$ cat src/rtl/morse_tone.sv
`default_nettype none
// ============================================================================
// Module      : morse_tone
// Description : Morse sounder. Converts a serial mark/space symbol stream
//               into a square-wave speaker drive. Tone onset is phase-aligned
//               to the mark; on release the current high half-period is
//               allowed to finish (DRAIN) so the speaker never gets a runt
//               pulse. Counts mark onsets in a saturating 8-bit counter.
//               Optional feature macro: MORSE_TONE_OCTAVE_EN adds input
//               octave_up, which halves the half-period when high.
// Ports       : clk         - system clock, rising-edge active
//               reset       - synchronous active-high reset
//               enable      - sounder enable (0 forces marks to spaces)
//               bit_in      - serial symbol, 1 = mark
//               clear_count - synchronous clear of mark_count
//               octave_up   - (MORSE_TONE_OCTAVE_EN only) octave select
//               audio_out   - square-wave speaker drive
//               active      - high whenever the FSM is not IDLE
//               mark_count  - saturating count of mark onsets
// Revision    : 1.0 - initial release
// ============================================================================
module morse_tone #(
    parameter int HALF_PERIOD = 56818,
    parameter int CNT_W       = 28
) (
    input  logic       clk,
    input  logic       reset,
    input  logic       enable,
    input  logic       bit_in,
    input  logic       clear_count,
`ifdef MORSE_TONE_OCTAVE_EN
    input  logic       octave_up,
`endif
    output logic       audio_out,
    output logic       active,
    output logic [7:0] mark_count
);

    localparam logic [1:0] S_IDLE  = 2'd0;
    localparam logic [1:0] S_TONE  = 2'd1;
    localparam logic [1:0] S_DRAIN = 2'd2;

    localparam logic [CNT_W-1:0] c_reload_full = CNT_W'(HALF_PERIOD - 1);
`ifdef MORSE_TONE_OCTAVE_EN
    localparam logic [CNT_W-1:0] c_reload_half = CNT_W'((HALF_PERIOD >> 1) - 1);
`endif

    logic [1:0]       r_state;
    logic [CNT_W-1:0] r_cnt;
    logic             r_audio;
    logic             r_active;
    logic             r_g_prev;
    logic [7:0]       r_mark_count;

    logic [1:0]       w_state_next;
    logic [CNT_W-1:0] w_cnt_next;
    logic             w_audio_next;
    logic             w_g;
    logic             w_expiry;
    logic             w_onset;
    logic [CNT_W-1:0] w_reload;

    assign w_g      = enable & bit_in;
    assign w_expiry = (r_cnt == '0);
    assign w_onset  = w_g & ~r_g_prev;

    // Reload value is chosen whenever the counter is (re)loaded, so an octave
    // change takes effect at the next half-period boundary, never mid-half.
`ifdef MORSE_TONE_OCTAVE_EN
    assign w_reload = octave_up ? c_reload_half : c_reload_full;
`else
    assign w_reload = c_reload_full;
`endif

    always_comb begin
        w_state_next = r_state;
        w_cnt_next   = r_cnt;
        w_audio_next = r_audio;
        case (r_state)
            S_IDLE: begin
                w_cnt_next   = c_reload_full;
                w_audio_next = 1'b0;
                if (w_g) begin
                    w_state_next = S_TONE;
                    w_audio_next = 1'b1;
                    w_cnt_next   = w_reload;
                end
            end
            S_TONE, S_DRAIN: begin
                // A live mark (or staying in TONE) keeps the tone path, which
                // also wins over a DRAIN expiry in the same cycle.
                if ((r_state == S_TONE) || w_g) begin
                    w_state_next = w_g ? S_TONE : S_DRAIN;
                    if (w_expiry) begin
                        w_cnt_next   = w_reload;
                        w_audio_next = ~r_audio;
                    end else begin
                        w_cnt_next = r_cnt - CNT_W'(1);
                    end
                end else if (w_expiry) begin
                    // End of the half in progress: silence and go idle.
                    w_state_next = S_IDLE;
                    w_audio_next = 1'b0;
                    w_cnt_next   = c_reload_full;
                end else begin
                    w_cnt_next = r_cnt - CNT_W'(1);
                end
            end
            default: begin
                w_state_next = S_IDLE;
                w_audio_next = 1'b0;
                w_cnt_next   = c_reload_full;
            end
        endcase
    end

    always_ff @(posedge clk) begin
        if (reset) begin
            r_state  <= S_IDLE;
            r_cnt    <= c_reload_full;
            r_audio  <= 1'b0;
            r_active <= 1'b0;
            r_g_prev <= 1'b0;
        end else begin
            r_state  <= w_state_next;
            r_cnt    <= w_cnt_next;
            r_audio  <= w_audio_next;
            r_active <= (w_state_next != S_IDLE);
            r_g_prev <= w_g;
        end
    end

    // Clear beats a coincident onset.
    always_ff @(posedge clk) begin
        if (reset || clear_count) begin
            r_mark_count <= 8'd0;
        end else if (w_onset && (r_mark_count != 8'hFF)) begin
            r_mark_count <= r_mark_count + 8'd1;
        end
    end

    assign audio_out  = r_audio;
    assign active     = r_active;
    assign mark_count = r_mark_count;

endmodule
`default_nettype wire

$ cat config.mk
export PLATFORM = sky130hd
export DESIGN_NAME = morse_tone
export DESIGN_NICKNAME = d
export VERILOG_FILES = /design/src/rtl/morse_tone.sv
export SDC_FILE = /design/constraint.sdc
export NUM_CORES = 1
export LEC_CHECK = 0
export CAP_MARGIN = 15
export CORE_MARGIN = 3
export CORE_UTILIZATION = 45
export CTS_CLUSTER_DIAMETER = 80
export DETAILED_ROUTE_END_ITERATION = 12
export GPL_TIMING_DRIVEN = 0
export PLACE_DENSITY = 0.61
export SLEW_MARGIN = 20
export SYNTH_ARGS = -nofsm -noshare
export SYNTH_HDL_FRONTEND = slang
export SYNTH_SLANG_ARGS = --single-unit
$ cat constraint.sdc
create_clock -name clk -period 2.9 [get_ports clk]
set_input_delay 0.58 -clock clk [delete_from_list [all_inputs] [get_ports clk]]
set_output_delay 0.58 -clock clk [all_outputs]
set_load 0.005 [all_outputs]
# Word-level counts from Yosys, hierarchy flattened
# Cells that the tools add are included.
dict set report word_totals {
  ff_bits 41
  out_inout_bits 10
  word_cells 35
}
dict set report classes {
  addsub 2
  n_eq_ne 4
  mux 10
  bitwise_logic 5
  reduce_logical 8
}
# cell count
set ops {}
lappend ops {{28-bit zero test} 1}
lappend ops {{28-bit by 1-bit subtractor with 28-bit output (second input constant)} 1}
lappend ops {{8-bit by 1-bit adder with 8-bit output (second input constant)} 1}
lappend ops {{2-bit 2-to-1 mux} 4}
lappend ops {{8-bit inequality test (second input constant)} 1}
lappend ops {{1-bit 2-to-1 mux} 4}
lappend ops {{2-bit one-hot mux with 2 select lines} 1}
lappend ops {{1-bit inverter} 3}
lappend ops {{3-bit OR reduction} 1}
lappend ops {{1-bit AND} 2}
lappend ops {{2-bit by 1-bit equality test with 1-bit output (second input constant)} 1}
lappend ops {{2-bit equality test (second input constant)} 1}
lappend ops {{2-bit zero test} 1}
lappend ops {{1-bit logical OR} 2}
lappend ops {{2-bit inequality test (second input constant)} 1}
lappend ops {{1-bit one-hot mux with 2 select lines} 1}
lappend ops {{2-bit nonzero test} 1}
lappend ops {{2-bit OR reduction} 1}
lappend ops {{1-bit logical AND} 1}

# Depth between registers and ports, before layout
dict set report depth {
  word_depth 5
  ltp_mapped 8
  mapped_depth_nobuf 6
}

# Least setup slack after synthesis
# No wires, ideal clock.
dict set report synth_timing {
  kind {reg2reg}
  from {register r_cnt[0]}
  to {register r_cnt[19]}
  setup_ns 0.130
  arrival_time_ns 2.116
  required_ns 2.770
  path_slack_ns 0.654
  stages_incl_launch_ff 9
  period_less_slack_ns 2.246
  path_cell_list {dfxtp_1 -> inv_1 -> ha_1 -> or3b_2 -> or3_1 -> clkbuf_1 -> o31ai_1 -> buf_2 -> a21oi_1}
}
dict set report synth_between {
  elab_chain_len 2
}
# element line
set synth_rtl {}
lappend synth_rtl {{start, declared} 49} ;# logic [CNT_W-1:0] r_cnt;
lappend synth_rtl {{start signal, assigned} 120} ;# r_cnt <= c_reload_full;
lappend synth_rtl {{start signal, assigned} 126} ;# r_cnt <= w_cnt_next;
lappend synth_rtl {{branches (longest 2 deep; another with 28-bit by 1-bit subtractor with 28-bit output)} n/a}
# Parallel ways; which one is timed is not known.
# A chain may end at the register's enable or synchronous reset.

# Worst setup path after layout
dict set report layout_timing {
  from {register r_cnt[18]}
  to {register r_cnt[19]}
}
# The elaborated chain is that of the path after synthesis.

==> results list <==
- WHS Path Cells: 1
- Number of inserted filler cells in the final layout: 411
* Signed area change from the synthesized netlist to the final layout: 13.95%
- The worst setup path is of the register to register kind.
* First-pass GRT wire length: 6879 um
* Highest-count cells in the layout ignoring fill and taps: sky130_fd_sc_hd__dfxtp_1, sky130_fd_sc_hd__nor2_1, sky130_fd_sc_hd__a21oi_1, sky130_fd_sc_hd__nand2_1, sky130_fd_sc_hd__xnor2_1
- Worst path buffer plus inverter count: 1
- Adding up every negative setup slack in the final design gives 0 ns.
- Maximum Capacitance Violations: 0
* Highest cell delay on the worst timing path: 0.72 ns
* Pin count of the biggest net entering global routing: 13
- For this design the top-level I/O count stands at 15.
* Placed Cells: 295
- The number of antenna violations at the first check in global routing was 0.
- Setup repair after global routing left no endpoint under its margin.
- Timing would allow up to 375.8 MHz.
- Counting every net in the synthesized netlist gives 241.
- Detailed placement finished with a half-perimeter wire length of 2875 um.
* Synthesis Warnings: 0
- Count of pins over their slew limit: 0
- For this configuration, the core starts out at a cell density of 48.69%.
* Quantity of hold-fixing buffers added after cts: 0
- The worst setup path is captured at a register.
- Clock-pin slew on the worst setup and hold paths: 0.08 ns
- Dominant synthesized flop cell: sky130_fd_sc_hd__dfxtp_1
- Port Buf Inserts: 14
- Root Driver: sky130_fd_sc_hd__clkbuf_8
- The die covers 0.005391 mm^2.
* Flip-flop and latch count after synthesis: 41
- Post-Synth Simple-Gate Area: 26.30%
* Startpoint of the most critical hold path: r_cnt[0]
- The worst-case IR drop observed on VDD is 0.2880 mV.
* Post-cts sizing count: 0
- Sequential elements use 40.12% of the synthesized area.
- Final hold violation count: 0
* Number of DRC violations after detailed-routing iteration 0: 65
- Crit path launch: r_cnt[18]
* Xor/xnor cell area share of the yosys netlist: 6.850%
* Clock tree from TritonCTS: built
- Leaving out fill and tap cells, the most frequent cell in the layout is sky130_fd_sc_hd__dfxtp_1.
* Clock insertion delay at the later pin of the skew report: 0.30 ns
* Critical register-to-register path endpoint: r_cnt[19]
- The number of different library cells used by synthesis comes to 43.
- Across all layers, the routed design uses 1770 vias.
- In this run the cell area of the synthesized design comes to 0.002046 mm^2.
- Clock skew after layout: 0.007942 ns
* Critical path's slowest cell: sky130_fd_sc_hd__nor4_1
- Register-to-register setup slack: 0.24 ns
- Die span in y: 73.43 um
- Logic depth of the worst path, buffers included: 5
- In this run the critical register-to-register path is launched from r_cnt[18].
* Number of sinks on the clock net: 41
- Share of synthesized registers carrying an async set or reset: 0%
* Instance count of the mapped netlist: 231
- At the pin with the least slew margin, the transition time is 0.7805 ns.
- Layout Cells excl Fill: 303
* Final period util: 91.77%
- Post-detailed-route count of antenna-violating nets: 0
- Data on the critical path is required at its endpoint by 3.07 ns.
- Final critical-path required period: 2.661 ns
* Number of buffers inserted during clock tree synthesis: 5
- The region available for standard cell placement spans 0.004202 mm^2.
- Number of synthesized flops with an enable pin: 0
* H-tree level count: 2
- In this run the deepest clock path goes through 2 buffers.
- The flow ran to the end, and the final reports show no timing, DRC or antenna violations.
- Measured against its own limit, the worst slew margin works out to 47.49%.
* Ordered cell list for the critical path: nor4_1 > nand4b_1 > o31ai_1 > buf_2 > a21oi_1
* Remaining DRCs: 0
* Number of global-route vias before repair: 1541
- Leakage Power: 0.0007035 uW
- GRT Residual Overflow: 0
- Average detailed-routed wire length per instance: 13.68 um
- Cells with a size suffix above 1 make up 9.486% of the layout.
- CP Max Fanout: 10
- Mux contribution to synthesized area: 0.9786%
* Die Wd: 73.43 um
* CP Data Arrival Time: 2.83 ns
* Critical path startpoint category: register
* Total number of nets in the final design: 262
* Synthesized-area fraction occupied by adder cells: 3.058%
- First drt pass iteration count: 4
* Worst Hold Class: register to register
- For this design the ratio of total power to cell area is 437.9 mW/mm^2.
- Mapped Avg Cell Area: 8.856 um^2
- Worst r2r path cells: 5
- Setup-failing EPs final: 0
- The synthesized netlist devotes 17.37% of its cell area to compound gates.
- The repair_antennas step left the layout with diodes totalling 0.
- The number of setup buffers added after CTS is 0.
* Placement Rows: 23
- End point of the worst hold path: r_cnt[0]
- After synthesis, the largest family of logic cells by area is simple AND/OR/NAND/NOR gates.
- Across every metal layer, demand over resource in global routing totals 16.28%.
- Family with the most delay on the worst path: simple AND/OR/NAND/NOR gates
- Routed wire length: 4146 um
- At the end of routability-driven placement, the weighted congestion stood at 0.7971.
- Via count normalized by instance count: 5.842
-- synth_stat cells (4+ instances only) --
cell type | instances | area (um^2)
sky130_fd_sc_hd__buf_6 | 4 | 45.04
sky130_fd_sc_hd__nor4_1 | 5 | 31.28
sky130_fd_sc_hd__or3_1 | 6 | 37.54
sky130_fd_sc_hd__o21ai_0 | 6 | 30.03
sky130_fd_sc_hd__o41ai_1 | 5 | 43.79
sky130_fd_sc_hd__dfxtp_1 | 41 | 820.8
sky130_fd_sc_hd__a21oi_1 | 16 | 80.08
sky130_fd_sc_hd__nor3_1 | 9 | 45.04
sky130_fd_sc_hd__nor2_1 | 21 | 78.83
sky130_fd_sc_hd__nand4_1 | 4 | 25.02
sky130_fd_sc_hd__o31ai_1 | 12 | 90.09
sky130_fd_sc_hd__ha_1 | 5 | 62.56
sky130_fd_sc_hd__inv_1 | 9 | 33.78
sky130_fd_sc_hd__nand4b_1 | 4 | 35.03
sky130_fd_sc_hd__a211oi_1 | 4 | 30.03
sky130_fd_sc_hd__nand2_1 | 15 | 56.30
sky130_fd_sc_hd__nand3_1 | 6 | 30.03
sky130_fd_sc_hd__or4_1 | 8 | 60.06
sky130_fd_sc_hd__xnor2_1 | 15 | 131.4
-- cell type report --
cell class | instances | area [um^2] | share of cell area [%]
plain buffers | 11 | 75.07 | 3.221
clock inverters | 2 | 10.01 | 0.4294
multi-input cells | 170 | 1116 | 47.88
clock buffers | 6 | 72.57 | 3.113
repair buffers | 14 | 140.1 | 6.012
flip-flops and latches | 41 | 820.8 | 35.21
well taps | 50 | 62.56 | 2.684
inverters | 9 | 33.78 | 1.449
-- stage by stage --
step | instance area (um^2) | hold WS, ns | total power, uW | util [%] | setup slack, ns
2_1_floorplan | 2046 | 0.3790 | 641.8 | - | 0.6539
3_3_place_gp | 2248 | 0.3962 | 671.0 | 53.51 | 0.2281
3_5_place_dp | 2248 | 0.4011 | 670.7 | 53.51 | 0.2668
4_1_cts | 2331 | 0.4200 | 1038 | 55.48 | 0.2598
5_1_grt | 2331 | 0.4451 | 1062 | 55.48 | 0.05992
6_report | 2331 | 0.4189 | 1021 | 55.48 | 0.2388
-- layer usage --
layer / track usage, % / wire length (um) / up-vias
met5: 0 / 0 / -
met4: 5.231 / 64 / 0
met3: 5.746 / 260 / 7
met2: 24.33 / 1790 / 49
met1: 21.91 / 2031 / 813
li1: - / - / 901
-- logic make-up (layout without fill, tap and decap cells) --
group	after synthesis	count (layout)
buffers and inverters	20	42
muxes	2	2
adders and majority gates	5	5
and+or+nand+nor	95	95
AOI/OAI and AO/OA	52	52
xor gates and xnor gates	16	16
DFF	41	41
-- state kept, by name, summed over array words and instances (netlist names) --
signal / flops
r_g_prev: 1
audio_out: 1
r_cnt: 28
r_state: 2
mark_count: 8
active: 1
-- how the worst max path moves through the flow --
stage | slack [ns] | to
after floorplan | 0.65 | r_cnt[19]
after global placement | 0.23 | r_cnt[17]
after detailed placement | 0.27 | r_cnt[13]
after CTS | 0.26 | r_cnt[19]
after global routing | 0.06 | r_cnt[19]
final | 0.24 | r_cnt[19]
-- where the power goes --
part	internal, uW	total, uW	leakage (uW)	switching [uW]
registers	571	576	0.000332	5.67
clock network	167	364	0.0000450	197
logic	35.3	80.7	0.000327	45.4
(Power assumes the default switching activity.)
